`src/rtl/hilo_muldiv.sv`:
```
// hilo_muldiv: iterative MULT/MULTU/DIV/DIVU unit owning the MIPS HI/LO pair.
// Define HILO_MULDIV_FAST_MULT_EN for single-cycle multiplies.
module hilo_muldiv #(
    parameter int XLEN = 32
) (
    input  logic            clk_i,
    input  logic            rst_ni,
    input  logic            start_i,
    input  logic [1:0]      op_i,
    input  logic [XLEN-1:0] operand_a_i,
    input  logic [XLEN-1:0] operand_b_i,
    input  logic            hi_we_i,
    input  logic            lo_we_i,
    input  logic [XLEN-1:0] write_data_i,
    output logic            busy_o,
    output logic            done_o,
    output logic            div_zero_o,
    output logic [XLEN-1:0] hi_o,
    output logic [XLEN-1:0] lo_o
);
    localparam int W2 = 2 * XLEN;

    typedef enum logic [1:0] {
        S_IDLE,
        S_RUN,
        S_FINISH
    } state_e;

    state_e          state_q, state_d;
    logic [1:0]      op_q, op_d;
    logic [4:0]      cnt_q, cnt_d;
    logic [W2-1:0]   acc_q, acc_d;
    logic [XLEN-1:0] m_q, m_d;
    logic [XLEN-1:0] hi_q, hi_d;
    logic [XLEN-1:0] lo_q, lo_d;
    logic            sa_q, sa_d;
    logic            sb_q, sb_d;
    logic            done_q, done_d;
    logic            dz_q, dz_d;

    logic            in_sa, in_sb;
    logic [XLEN-1:0] in_amag, in_bmag;
    logic [W2-1:0]   launch_acc;
    logic [XLEN-1:0] launch_m;
    state_e          launch_state;
    logic            launch;

    logic [XLEN:0]   msum, rem, dsub;
    logic [W2-1:0]   mul_next, div_next, prod;
    logic [XLEN-1:0] quo, rmd;
    logic            div_zero;

    assign in_sa   = ~op_i[0] & operand_a_i[XLEN-1];
    assign in_sb   = ~op_i[0] & operand_b_i[XLEN-1];
    assign in_amag = in_sa ? -operand_a_i : operand_a_i;
    assign in_bmag = in_sb ? -operand_b_i : operand_b_i;

    // m_q holds the multiplicand for multiplies and the divisor for divides
    always_comb begin
        launch_acc   = {{XLEN{1'b0}}, op_i[1] ? in_amag : in_bmag};
        launch_m     = op_i[1] ? in_bmag : in_amag;
        launch_state = S_RUN;
`ifdef HILO_MULDIV_FAST_MULT_EN
        if (!op_i[1]) begin
            launch_acc   = {{XLEN{1'b0}}, in_amag} * {{XLEN{1'b0}}, in_bmag};
            launch_state = S_FINISH;
        end
`endif
    end

    assign msum     = {1'b0, acc_q[W2-1:XLEN]}
                    + {1'b0, m_q & {XLEN{acc_q[0]}}};
    assign mul_next = {msum, acc_q[XLEN-1:1]};

    assign rem      = acc_q[W2-1:XLEN-1];
    assign dsub     = rem - {1'b0, m_q};
    assign div_next = dsub[XLEN]
                    ? {rem[XLEN-1:0], acc_q[XLEN-2:0], 1'b0}
                    : {dsub[XLEN-1:0], acc_q[XLEN-2:0], 1'b1};

    // a zero divisor leaves the dividend magnitude as remainder, so the
    // normal remainder sign fix-up restores operand_a exactly
    assign prod     = (sa_q ^ sb_q) ? -acc_q : acc_q;
    assign quo      = (sa_q ^ sb_q) ? -acc_q[XLEN-1:0] : acc_q[XLEN-1:0];
    assign rmd      = sa_q ? -acc_q[W2-1:XLEN] : acc_q[W2-1:XLEN];
    assign div_zero = ~|m_q;

    always_comb begin
        state_d = state_q;
        op_d    = op_q;
        cnt_d   = cnt_q;
        acc_d   = acc_q;
        m_d     = m_q;
        sa_d    = sa_q;
        sb_d    = sb_q;
        hi_d    = hi_q;
        lo_d    = lo_q;
        done_d  = 1'b0;
        dz_d    = 1'b0;
        launch  = 1'b0;
        unique case (state_q)
            S_IDLE: begin
                if (hi_we_i) hi_d = write_data_i;
                if (lo_we_i) lo_d = write_data_i;
                launch = start_i;
            end
            S_RUN: begin
                acc_d = op_q[1] ? div_next : mul_next;
                cnt_d = cnt_q + 5'd1;
                if (cnt_q == 5'd31) state_d = S_FINISH;
            end
            S_FINISH: begin
                done_d  = 1'b1;
                state_d = S_IDLE;
                if (op_q[1]) begin
                    dz_d = div_zero;
                    lo_d = div_zero ? {XLEN{1'b1}} : quo;
                    hi_d = rmd;
                end else begin
                    {hi_d, lo_d} = prod;
                end
                launch = start_i;
            end
            default: state_d = S_IDLE;
        endcase
        if (launch) begin
            state_d = launch_state;
            op_d    = op_i;
            cnt_d   = '0;
            acc_d   = launch_acc;
            m_d     = launch_m;
            sa_d    = in_sa;
            sb_d    = in_sb;
        end
    end

    always_ff @(posedge clk_i or negedge rst_ni) begin
        if (!rst_ni) begin
            state_q <= S_IDLE;
            op_q    <= '0;
            cnt_q   <= '0;
            acc_q   <= '0;
            m_q     <= '0;
            sa_q    <= 1'b0;
            sb_q    <= 1'b0;
            hi_q    <= '0;
            lo_q    <= '0;
            done_q  <= 1'b0;
            dz_q    <= 1'b0;
        end else begin
            state_q <= state_d;
            op_q    <= op_d;
            cnt_q   <= cnt_d;
            acc_q   <= acc_d;
            m_q     <= m_d;
            sa_q    <= sa_d;
            sb_q    <= sb_d;
            hi_q    <= hi_d;
            lo_q    <= lo_d;
            done_q  <= done_d;
            dz_q    <= dz_d;
        end
    end

    assign busy_o     = (state_q != S_IDLE);
    assign done_o     = done_q;
    assign div_zero_o = dz_q;
    assign hi_o       = hi_q;
    assign lo_o       = lo_q;

endmodule

```
`config.mk`:
```
export PLATFORM = sky130hd
export DESIGN_NAME = hilo_muldiv
export DESIGN_NICKNAME = d
export VERILOG_FILES = /design/src/rtl/hilo_muldiv.sv
export SDC_FILE = /design/constraint.sdc
export NUM_CORES = 1
export LEC_CHECK = 0
export BUFFER_PORTS_ARGS = -buffer_cell sky130_fd_sc_hd__buf_2
export CAP_MARGIN = 20
export CORE_MARGIN = 4
export CORE_UTILIZATION = 55
export CTS_CLUSTER_SIZE = 14
export DETAILED_ROUTE_END_ITERATION = 7
export PLACE_DENSITY_LB_ADDON = 0.15
export SETUP_SLACK_MARGIN = 0.2
export SYNTH_ARGS = -nofsm -noshare
export SYNTH_HDL_FRONTEND = slang
export SYNTH_SLANG_ARGS = --single-unit
export TNS_END_PERCENT = 10
```
`constraint.sdc`:
```
create_clock -name clk_i -period 3.3 [get_ports clk_i]
set_input_delay 0 -clock clk_i [delete_from_list [all_inputs] [get_ports clk_i]]
set_output_delay 0 -clock clk_i [all_outputs]
set_load 0.01 [all_outputs]
```
==> impl_metrics.json <==
{
  "worst_pin_slew_ps": 1010,
  "max_freq_mhz": 305,
  "final_common_cell": "nor2_1",
  "cp_num_buf_inv": 3,
  "grt_pass1_wl_mm": 85.1,
  "start_util_pct": 55.9,
  "synthCells": 1952,
  "cp_top_family": "compound AO/OA/AOI/OAI gates",
  "p_seq_share_pct": 18.6,
  "cts_buffers": 17,
  "period_share_pct": 99.2,
  "crit_path_top_delay_cell": "dfrtp_1",
  "synth-edff-count": 0,
  "die_y_um": 173,
  "io_buffers": 169,
  "clk_path_buf_depth": 2,
  "overflow": 0,
  "vias": 16300,
  "dp_hpwl_mm": 42.5,
  "yosysWarnings": 0,
  "period_minus_slack_ps": 3270,
  "synth_ff_type": "dfrtp_1",
  "swShare_pct": 50.3,
  "final_hold_viol_count": 0,
  "grt_max_degree": 77,
  "drc_errors": 0,
  "status": "complete, no violations",
  "cp_slowest_stage_delay_ps": 420,
  "synth_seq_cells": 172,
  "place_congestion": 1.02,
  "cts_num_sinks": 172,
  "cp.depth": 14,
  "finalNetCount": 2415,
  "pwr-share-comb_pct": 71.8,
  "clk_latency_ps": 450,
  "clk_pin_slew_ps": 80,
  "powerDensity_mw_per_mm2": 1220,
  "use_met1_pct": 49.1,
  "maxSlewViolCount": 0,
  "ios": 170,
  "synth_cell_types": 82,
  "routed_via_density": 6.28,
  "vdd_drop_max_v": 0.000926,
  "antenna_found_initial": 0,
  "avgSynthCellArea_um2": 7.72,
  "coreArea_mm2": 0.0270,
  "rows": 60,
  "top_usage_layer": "met2",
  "area_growth_pct": 24.0,
  "tritoncts": "yes",
  "die_width_um": 173,
  "finalWirelength_mm": 55.5,
  "netlist_area_mm2": 0.0151,
  "crit_path_start_kind": "flop",
  "totalPowerFinal_mw": 22.8,
  "grt_pass1_vias": 15400,
  "hold_slack_ps": 24.6,
  "ys_seq_area_share_pct": 28.6,
  "drtAntennaViolNets": 0,
  "holdCritPathClass": "input port to flop",
  "setup_viol": 0,
  "fin_tns_setup_ps": 0,
  "rsz0062_at_grt": "yes",
  "worstPathMaxFanout": 12,
  "root_buffer": "clkbuf_16",
  "end_kind": "flop",
  "power.internal_mw": 11.3,
  "first_iter_violations": 1673,
  "use_met3_pct": 5.78,
  "num_antenna_cells": 0,
  "grt_usage_pct": 35.3,
  "grtUsageMet2_pct": 55.4,
  "worstPathRequired_ps": 3630,
  "dieArea_mm2": 0.0301,
  "finClkSkew_ps": 20.2,
  "worstPathCellList": "inv_2 -> buf_12 -> nor2_1 -> ha_1 -> o21ai_0 -> a211oi_2 -> o21ai_1 -> a221oi_2 -> buf_4 -> o211ai_1 -> and3_1 -> o21ai_1 -> a2111oi_2 -> o31ai_1",
  "crit_type": "flop to flop",
  "clkPwrFrac_pct": 9.6,
  "synthArstFlopShare_pct": 100,
  "post_route_cells_drive_above_1_share_pct": 21.3,
  "htreeDepth": 4,
  "arrival_ps": 3600,
  "dr.pass1.iters": 5,
  "crit_top_cell": "o21ai_1",
  "slew_headroom_pct": 32.7,
  "power_leakage_nw": 8.40,
  "p_sw_mw": 11.4,
  "rr_worst_depth": 14,
  "wire_per_inst_um": 21.4,
  "syn-num-nets": 2127,
  "drv_cap": 0,
  "final_cell_mix": "nor2_1 (206), nand2_1 (201), o21ai_0 (194), buf_4 (175), dfrtp_1 (170)",
  "hold_depth": 4
}
[synthesized netlist by cell type, types with 4 or more instances]
master	n	area share, %
a211oi_1	15	0.75
a21boi_0	4	0.20
a21o_1	23	1.1
a21oi_1	167	5.5
a22oi_1	15	0.75
a31oi_1	23	0.96
and2_1	14	0.58
and3_1	26	1.1
and4_1	4	0.23
buf_1	23	0.57
buf_2	4	0.13
clkbuf_1	90	2.2
dfrtp_1	172	29
ha_1	70	5.8
inv_1	62	1.5
mux2_2	4	0.30
mux2i_1	57	3.8
nand2_1	203	5.1
nand2b_1	20	0.83
nand3_1	11	0.37
nand3b_1	5	0.25
nand4_1	16	0.66
nor2_1	207	5.2
nor2b_1	13	0.54
nor3_1	44	1.5
nor3b_1	5	0.25
nor4_1	25	1.0
nor4b_1	5	0.29
o211ai_1	50	2.5
o21a_1	12	0.60
o21ai_0	204	6.8
o21ai_1	6	0.20
o21bai_1	9	0.45
o221ai_1	7	0.41
o22ai_1	33	1.4
o31ai_1	23	1.1
o41ai_1	8	0.47
or2_2	11	0.46
or3_1	19	0.79
or4_1	9	0.45
xnor2_1	87	5.1
xor2_1	85	4.9
[registers in the layout, summed over array words and instances, names as in the netlist]
name and flops:
sb_q 1, lo_o 32, done_o 1, op_q 1, div_zero_o 1, cnt_q 5, state_q 2, hi_o 32
m_q 32, acc_q 64, sa_q 1
[power by group through the flow]
stage | logic [mW] | clock network (mW) | registers [mW]
2_1_floorplan | 9.59 | 0 | 4.13
3_3_place_gp | 14.6 | 0 | 4.18
3_5_place_dp | 14.8 | 0 | 4.22
4_1_cts | 15.6 | 2.19 | 4.17
5_1_grt | 17.6 | 2.28 | 4.34
6_report | 16.3 | 2.18 | 4.24
[per-stage QoR]
stage / cell area, um2 / std cells / utilization (%) / setup WS (ps)
detailed placement: 17200 / 2507 / 63.8 / -166
finish: 18700 / 2594 / 69.3 / 25.1
global route: 18700 / 2594 / 69.3 / -105
floorplan: 15100 / 1952 / - / 136
global placement: 17200 / 2507 / 63.8 / -133
CTS: 18500 / 2588 / 68.5 / 154
[what timing repair did]
item | CTS | global route
gates resized for setup | 33 | 49
pin swaps | 17 | 31
gates cloned | 1 | 0
setup endpoints to repair | 32 | 46
hold endpoints to repair | 134 | 0
hold buffers | 37 | 0
buffers inserted | 11 | 6
[worst min-delay path: cells and delay by family]
kind / cells / cell delay (ps)
AOI/OAI and AO/OA: 2 / 240
xor gates and xnor gates: 1 / 90
buffers and inverters: 1 / 100
[worst paths after layout]
kind	from	end	slack, ps
worst min register to register	lo_o[19]	lo_o[19]	480
worst min-delay path	operand_b_i[27]	m_q[27]	20
worst max-delay path	acc_q[0]	acc_q[63]	30
min in group asynchronous	rst_ni	done_o	170
worst max register to register	acc_q[0]	acc_q[63]	30
max in group asynchronous	rst_ni	m_q[5]	2230
[logic make-up (layout without fill, tap and decap cells)]
logic type,after synthesis,after routing,share of synthesized area [%]
and+or+nand+nor,650,650,20.4
xor gates and xnor gates,172,172,10.0
buffers and inverters,183,484,4.69
AOI/OAI and AO/OA,642,642,26.1
adders and majority gates,72,72,6.08
muxes,61,61,4.09
DFF,172,172,28.6
[area by class of cell]
type | instances | area (um2)
clock buffer | 17 | 425
clock inverter | 15 | 209
fill | 2302 | 8270
inverter | 63 | 239
multi-input combinational | 1597 | 10400
sequential | 172 | 4310
tap | 341 | 427
timing repair buffer | 389 | 2690
[metal layers]
metal,vias up,part of all wire (%)
li1,7626,-
met1,7701,43
met2,828,45
met3,133,8.3
met4,0,3.9
met5,-,0
(Power assumes the default switching activity.)
